**src/rtl/mem_pkg.sv**
```systemverilog
// Shared types and constants for the MEM-stage load/store unit.
package mem_pkg;
    localparam int unsigned XLEN    = 32;
    localparam int unsigned CTRL_RD = 1;
    localparam int unsigned CTRL_WR = 0;

    localparam logic [2:0] F3_LB  = 3'd0;
    localparam logic [2:0] F3_LH  = 3'd1;
    localparam logic [2:0] F3_LW  = 3'd2;
    localparam logic [2:0] F3_LBU = 3'd4;
    localparam logic [2:0] F3_LHU = 3'd5;
    localparam logic [2:0] F3_SB  = 3'd0;
    localparam logic [2:0] F3_SH  = 3'd1;
    localparam logic [2:0] F3_SW  = 3'd2;

    typedef enum logic [2:0] {
        IDLE,
        RD_REQ,
        RD_WAIT,
        WR_REQ,
        DONE
    } lsu_state_t;

    // Captured access; only the low half of store data is needed for sub-word merges.
    typedef struct packed {
        logic [XLEN-1:0] addr;
        logic [15:0]     data_lo;
        logic [2:0]      funct3;
        logic            is_store;
    } lsu_req_t;

    function automatic logic f3_legal(input logic is_store, input logic [2:0] f3);
        if (is_store) begin
            return (f3 <= F3_SW);
        end
        return (f3 == F3_LB) || (f3 == F3_LH) || (f3 == F3_LW) ||
               (f3 == F3_LBU) || (f3 == F3_LHU);
    endfunction

    // funct3[1:0] encodes the access size for both loads and stores.
    function automatic logic misaligned(input logic [2:0] f3, input logic [1:0] off);
        case (f3[1:0])
            2'd1:    return off[0];
            2'd2:    return (off != 2'd0);
            default: return 1'b0;
        endcase
    endfunction
endpackage

```
**src/rtl/mem_lsu_if.sv**
```systemverilog
// Word-addressed data-memory port: request channel plus read-response channel.
interface mem_lsu_if;
    import mem_pkg::*;

    logic            valid;
    logic            ready;
    logic            we;
    logic [XLEN-1:0] addr;
    logic [XLEN-1:0] wdata;
    logic            rvalid;
    logic [XLEN-1:0] rdata;

    modport master (
        output valid, we, addr, wdata,
        input  ready, rvalid, rdata
    );

    modport slave (
        input  valid, we, addr, wdata,
        output ready, rvalid, rdata
    );
endinterface

```
**src/rtl/mem_lsu_align.sv**
```systemverilog
// Combinational load extract/extend and sub-word store lane merge.
module mem_lsu_align
    import mem_pkg::*;
(
    input  logic [2:0]      funct3,
    input  logic [1:0]      off,
    input  logic [XLEN-1:0] rdata,
    input  logic [15:0]     wdata_lo,
    output logic [XLEN-1:0] load_c,
    output logic [XLEN-1:0] merge_c
);
    logic [7:0]  byte_sel;
    logic [15:0] half_sel;

    always_comb begin
        byte_sel = rdata[{off, 3'b000} +: 8];
        half_sel = off[1] ? rdata[31:16] : rdata[15:0];

        load_c = rdata;
        case (funct3[1:0])
            2'd0:    load_c = funct3[2] ? {24'd0, byte_sel} : {{24{byte_sel[7]}}, byte_sel};
            2'd1:    load_c = funct3[2] ? {16'd0, half_sel} : {{16{half_sel[15]}}, half_sel};
            default: load_c = rdata;
        endcase

        merge_c = rdata;
        case (funct3[1:0])
            2'd0: merge_c[{off, 3'b000} +: 8] = wdata_lo[7:0];
            2'd1: begin
                if (off[1]) merge_c[31:16] = wdata_lo;
                else        merge_c[15:0]  = wdata_lo;
            end
            default: merge_c = rdata;
        endcase
    end
endmodule

```
**src/rtl/mem_lsu.sv**
```systemverilog
// MEM-stage load/store unit: turns pipeline load/store controls into memory
// transactions, with read-modify-write for sub-word stores and a read timeout.
module mem_lsu
    import mem_pkg::*;
#(
    parameter int unsigned TIMEOUT_CYCLES = 256
) (
    input  logic            i_clk,
    input  logic            i_reset_n,
    input  logic [XLEN-1:0] i_memAddr,
    input  logic [XLEN-1:0] i_writeData,
    input  logic [1:0]      i_ctrlMEM,
    input  logic [2:0]      i_funct3,
    output logic [XLEN-1:0] o_readData,
    output logic            o_stall,
    output logic            o_fault,
    mem_lsu_if.master       mem
);
    localparam int unsigned CNT_W = $clog2(TIMEOUT_CYCLES);

    lsu_state_t      state_q, state_d;
    lsu_req_t        req_q, req_d;
    logic [XLEN-1:0] rdata_q, rdata_d;
    logic [XLEN-1:0] wdata_q, wdata_d;
    logic [CNT_W-1:0] cnt_q, cnt_d;
    logic            stall_c, fault_c;

    logic            one_hot, in_store, legal;
    logic [XLEN-1:0] load_c, merge_c;

    mem_lsu_align u_align (
        .funct3   (req_q.funct3),
        .off      (req_q.addr[1:0]),
        .rdata    (mem.rdata),
        .wdata_lo (req_q.data_lo),
        .load_c   (load_c),
        .merge_c  (merge_c)
    );

    assign one_hot  = ^i_ctrlMEM;
    assign in_store = i_ctrlMEM[CTRL_WR];
    assign legal    = one_hot && f3_legal(in_store, i_funct3) &&
                      !misaligned(i_funct3, i_memAddr[1:0]);

    // State and datapath registers
    always_ff @(posedge i_clk) begin
        if (!i_reset_n) begin
            state_q <= IDLE;
            req_q   <= '0;
            rdata_q <= '0;
            wdata_q <= '0;
            cnt_q   <= '0;
        end else begin
            state_q <= state_d;
            req_q   <= req_d;
            rdata_q <= rdata_d;
            wdata_q <= wdata_d;
            cnt_q   <= cnt_d;
        end
    end

    // Next-state, datapath updates and stall/fault
    always_comb begin
        state_d = state_q;
        req_d   = req_q;
        rdata_d = rdata_q;
        wdata_d = wdata_q;
        cnt_d   = cnt_q;
        stall_c = 1'b0;
        fault_c = 1'b0;

        case (state_q)
            IDLE: begin
                if (one_hot) begin
                    req_d.addr     = i_memAddr;
                    req_d.data_lo  = i_writeData[15:0];
                    req_d.funct3   = i_funct3;
                    req_d.is_store = in_store;
                end
                if (i_ctrlMEM != 2'b00) begin
                    if (!legal) begin
                        fault_c = 1'b1;
                    end else begin
                        stall_c = 1'b1;
                        cnt_d   = '0;
                        if (in_store && (i_funct3 == F3_SW)) begin
                            wdata_d = i_writeData;
                            state_d = WR_REQ;
                        end else begin
                            state_d = RD_REQ;
                        end
                    end
                end
            end
            RD_REQ: begin
                stall_c = 1'b1;
                if (mem.ready) begin
                    cnt_d   = '0;
                    state_d = RD_WAIT;
                end
            end
            RD_WAIT: begin
                if (mem.rvalid) begin
                    stall_c = 1'b1;
                    if (req_q.is_store) begin
                        wdata_d = merge_c;
                        state_d = WR_REQ;
                    end else begin
                        rdata_d = load_c;
                        state_d = DONE;
                    end
                end else if (cnt_q == CNT_W'(TIMEOUT_CYCLES - 1)) begin
                    fault_c = 1'b1;
                    state_d = IDLE;
                end else begin
                    stall_c = 1'b1;
                    cnt_d   = cnt_q + CNT_W'(1);
                end
            end
            WR_REQ: begin
                stall_c = 1'b1;
                if (mem.ready) state_d = DONE;
            end
            DONE: begin
                state_d = IDLE;
            end
            default: begin
                state_d = IDLE;
            end
        endcase
    end

    assign o_readData = rdata_q;
    assign o_stall    = stall_c;
    assign o_fault    = fault_c;
    assign mem.valid  = (state_q == RD_REQ) || (state_q == WR_REQ);
    assign mem.we     = (state_q == WR_REQ);
    assign mem.addr   = {req_q.addr[XLEN-1:2], 2'b00};
    assign mem.wdata  = wdata_q;
endmodule

```
**src/flat_wrapper.sv**
```systemverilog
// flat-port wrapper written by rule: the top's interface ports become plain ports
module mem_lsu_flat import mem_pkg::*;
#(
    parameter int unsigned TIMEOUT_CYCLES = 256
)
  (i_clk, i_reset_n, i_memAddr, i_writeData, i_ctrlMEM, i_funct3, o_readData, o_stall, o_fault, mem_valid, mem_we, mem_addr, mem_wdata, mem_ready, mem_rvalid, mem_rdata);
  mem_lsu_if mem_i ();
  input  logic i_clk;
  input  logic i_reset_n;
  input  logic [XLEN-1:0] i_memAddr;
  input  logic [XLEN-1:0] i_writeData;
  input  logic [1:0] i_ctrlMEM;
  input  logic [2:0] i_funct3;
  output logic [XLEN-1:0] o_readData;
  output logic o_stall;
  output logic o_fault;
  output wire logic [$bits(mem_i.valid)-1:0] mem_valid;
  output wire logic [$bits(mem_i.we)-1:0] mem_we;
  output wire logic [$bits(mem_i.addr)-1:0] mem_addr;
  output wire logic [$bits(mem_i.wdata)-1:0] mem_wdata;
  input wire logic [$bits(mem_i.ready)-1:0] mem_ready;
  input wire logic [$bits(mem_i.rvalid)-1:0] mem_rvalid;
  input wire logic [$bits(mem_i.rdata)-1:0] mem_rdata;
  assign mem_valid = mem_i.valid;
  assign mem_we = mem_i.we;
  assign mem_addr = mem_i.addr;
  assign mem_wdata = mem_i.wdata;
  assign mem_i.ready = mem_ready;
  assign mem_i.rvalid = mem_rvalid;
  assign mem_i.rdata = mem_rdata;
  mem_lsu #(.TIMEOUT_CYCLES(TIMEOUT_CYCLES)) u_core (.i_clk(i_clk), .i_reset_n(i_reset_n), .i_memAddr(i_memAddr), .i_writeData(i_writeData), .i_ctrlMEM(i_ctrlMEM), .i_funct3(i_funct3), .o_readData(o_readData), .o_stall(o_stall), .o_fault(o_fault), .mem(mem_i));
endmodule
```
**config.mk**
```make
export PLATFORM = sky130hd
export DESIGN_NAME = mem_lsu_flat
export DESIGN_NICKNAME = d
export VERILOG_FILES = /design/src/rtl/mem_pkg.sv /design/src/rtl/mem_lsu_if.sv /design/src/rtl/mem_lsu_align.sv /design/src/rtl/mem_lsu.sv /design/src/flat_wrapper.sv
export SDC_FILE = /design/constraint.sdc
export NUM_CORES = 1
export LEC_CHECK = 0
export ABC_AREA = 0
export BUFFER_PORTS_ARGS = -buffer_cell sky130_fd_sc_hd__buf_2
export CAP_MARGIN = 20
export CORE_ASPECT_RATIO = 0.5
export CORE_MARGIN = 4
export CORE_UTILIZATION = 40
export DETAILED_ROUTE_END_ITERATION = 6
export PLACE_DENSITY = 0.73
export SETUP_SLACK_MARGIN = 0.05
export SYNTH_ARGS = -nofsm -noshare
export SYNTH_HDL_FRONTEND = slang
export SYNTH_SLANG_ARGS = --single-unit
```
**constraint.sdc**
```tcl
create_clock -name i_clk -period 3.3 [get_ports i_clk]
set_input_delay 0 -clock i_clk [delete_from_list [all_inputs] [get_ports i_clk]]
set_output_delay 0 -clock i_clk [all_outputs]
set_load 0.05 [all_outputs]
```
==> flow_summary.toml <==
[global_routing]
grt_pass1_wl_um = 41100
grt_pass1_vias = 7383
grt_overflow = 0
grt_antenna_before_repair = 0
track_usage_pct = 26.9
grt_max_degree = 59

[floorplan]
fp-row-count = 33
initial_core_util_pct = 41.3
die_w_um = 193
die_h_um = 101
io_pins = 205
dieArea_mm2 = 0.0194
fp.coreArea_mm2 = 0.0166

[layout]
nNetsFinal = 1229
antenna_cells = 0
syn2layout_area_growth_pct = 36.5
instances_no_fill = 1354
fill_cells = 1509
drive_above_1_share_pct = 23.8
fin_area_mm2 = 0.00935

[critical_path]
worst_setup_path_start_kind = "flip-flop"
required_ns = 3.30
path_class = "reg2out"
path_max_fanout = 37
rr_startpoint = "u_core.req_q[20]"
crit_path_end_kind = "output pin"
arrival_ns = 2.47
crit_path_start = "u_core.state_q[1]"

[pwr]
p_clk_share_pct = 28.7
p_seq_share_pct = 28.1
power_frac_comb_pct = 43.2
leakage_uw = 0.00385
swShare_pct = 45.6
power_density_mw_per_mm2 = 766
net-switching-power_uw = 3270
ir_worst_vdd_uv = 485
p_int_uw = 3900

[drt]
vias_per_cell = 5.89
dr.pass1.iters = 6
drc = 0
num_vias = 7980
avgRoutedWirePerCell_um = 19.9
drt_iter0_markers = 1022
wl_um = 26900
postRouteAntennaNets = 0

[timing]
maxSlewViolCount = 0
max-slew-margin-rel_pct = 27.9
rsz0062_at_grt = "false"
tightestPinTransition_ns = 1.08
fin_setup_tns_ns = 0
worst_hold_slack_ns = 0.0138
min_period_ns = 2.47
setup_viol = 0
clock_skew_ns = 0.0112
fin_crit_sh_pct = 75.0
fmax_mhz = 404
hold_viol = 0

[clocking]
cts_max_level = 4
cts-root-buf = "clkbuf_16"
path_clk_slew_ns = 0.06
post-cts-setup-buffers = 0
cts_resized = 0
numCtsBuffers = 17
cts.sinks = 127
tritoncts = "yes"
cts_buffer_depth = 2
clkLatencyLatePin_ns = 0.43
ctsHoldBuffers = 93

[hold_path]
hold_class = "in2reg"
min-delay-start = "mem_rvalid"

[logic_synthesis]
yosys-top-cells-count = "153 x a21oi_1, 152 x nand2_1, 127 x dfxtp_1, 70 x o21ai_0, 69 x clkbuf_1"
synthSimpleGateAreaFrac_pct = 15.7
async_reset_ff_share_pct = 0
ys_types = 54
synth_compound_area_share_pct = 34.6
synth_area_leaders = "dfxtp_1 37%, a21oi_1 11%, nand2_1 8.3%"
synthCells = 893
synthMuxAreaShare_pct = 1.52
yosysMostFrequentCell = "a21oi_1"
synth_top_area_share_pct = 37.1
ys_ff_latch = 127
syn-cell-area_mm2 = 0.00685
synthXorXnorAreaFrac_pct = 0
ys_warn_count = 0
synth_edf_count = 0
yosysTopAreaCell = "dfxtp_1"
dominantRegCellSynth = "dfxtp_1"
syn_area_per_cell_um2 = 7.67
synth_fa_ha_area_share_pct = 1.83
synth_top_family_by_area = "compound AO/OA/AOI/OAI gates"
yosysSeqAreaShare_pct = 37.1

[run_status]
status = "completed"

[placement]
hpwlAfterDp_um = 18200
place_inst = 1227
place_area_mm2 = 0.00773
port_buffers = 202
place.gp.congestion = 1.01

[job]
max-cap-violations = 0
final cells by class:
class / instances / area, um^2 / share of cell area, %
clock inverter: 15 / 208 / 2.22
multi-input combinational: 637 / 3700 / 39.5
sequential: 127 / 2540 / 27.2
inverter: 18 / 67.6 / 0.723
timing repair buffer: 313 / 2120 / 22.7
clock buffer: 17 / 425 / 4.55
tap: 227 / 284 / 3.04
cells by family after synthesis:
group,Yosys count
fa+ha+maj,10
other cells,1
simple gates,240
flops,127
buf+inv,130
mux,9
compound gates,376
per-layer routing:
layer,vias up,global-route usage [%],share of wire (%)
met5,-,0,0
met4,0,10.7,3.5
met3,93,5.54,10
met2,482,39.3,43
met1,3728,38.9,43
li1,3677,-,-
power groups by stage:
stage	Combinational, uW	Sequential [uW]	Clock (uW)
final	3090	2020	2060
after global routing	3300	2040	2150
after CTS	3030	2000	2080
after detailed placement	2920	2030	0
after global placement	2890	2030	0
after floorplan	2010	2220	0
registers in the layout, indices dropped and copies added, names as in the netlist:
register           count
u_core.cnt_q           8
u_core.mem.wdata      32
u_core.mem.addr       30
u_core.state_q         3
u_core.req_q          22
u_core.o_readData     32
per-stage QoR:
step | total power [uW] | setup WS, ns | utilization (%)
global route | 7480 | 0.469 | 56.4
finish | 7160 | 0.826 | 56.4
CTS | 7110 | 0.819 | 56.2
floorplan | 4240 | 0.844 | -
detailed placement | 4950 | 0.940 | 46.7
global placement | 4910 | 0.973 | 46.7
worst max-delay path, cell delays in order (launching register included):
cell and delay [ns]:
dfxtp_1 0.56, or3b_2 0.84, o31ai_1 0.34, buf_2 0.31
worst paths after layout:
| path | endpoint | slack (ns) | cells after the start |
|---|---|---|---|
| max | o_fault | 0.83 | 3 |
| min | u_core.cnt_q[1] | 0.01 | 4 |
| max reg2reg | u_core.mem.wdata[16] | 0.83 | 8 |
| min reg2reg | u_core.mem.addr[3] | 0.45 | 2 |
cells in the final DEF (no fill, tap or decap), types with 23 or more instances in the layout:
| cell | synthesis | routed |
|---|---|---|
| nand2_1 | 152 | 151 |
| nor2b_1 | 23 | 23 |
| a21oi_1 | 153 | 153 |
| o21ai_0 | 70 | 70 |
| o2111ai_1 | 24 | 24 |
| dfxtp_1 | 127 | 126 |
| dlygate4sd3_1 | 0 | 93 |
| buf_2 | 9 | 202 |
| o221ai_1 | 31 | 31 |
| a22oi_1 | 38 | 38 |
| nor2_1 | 29 | 28 |
(Power assumes the default switching activity.)
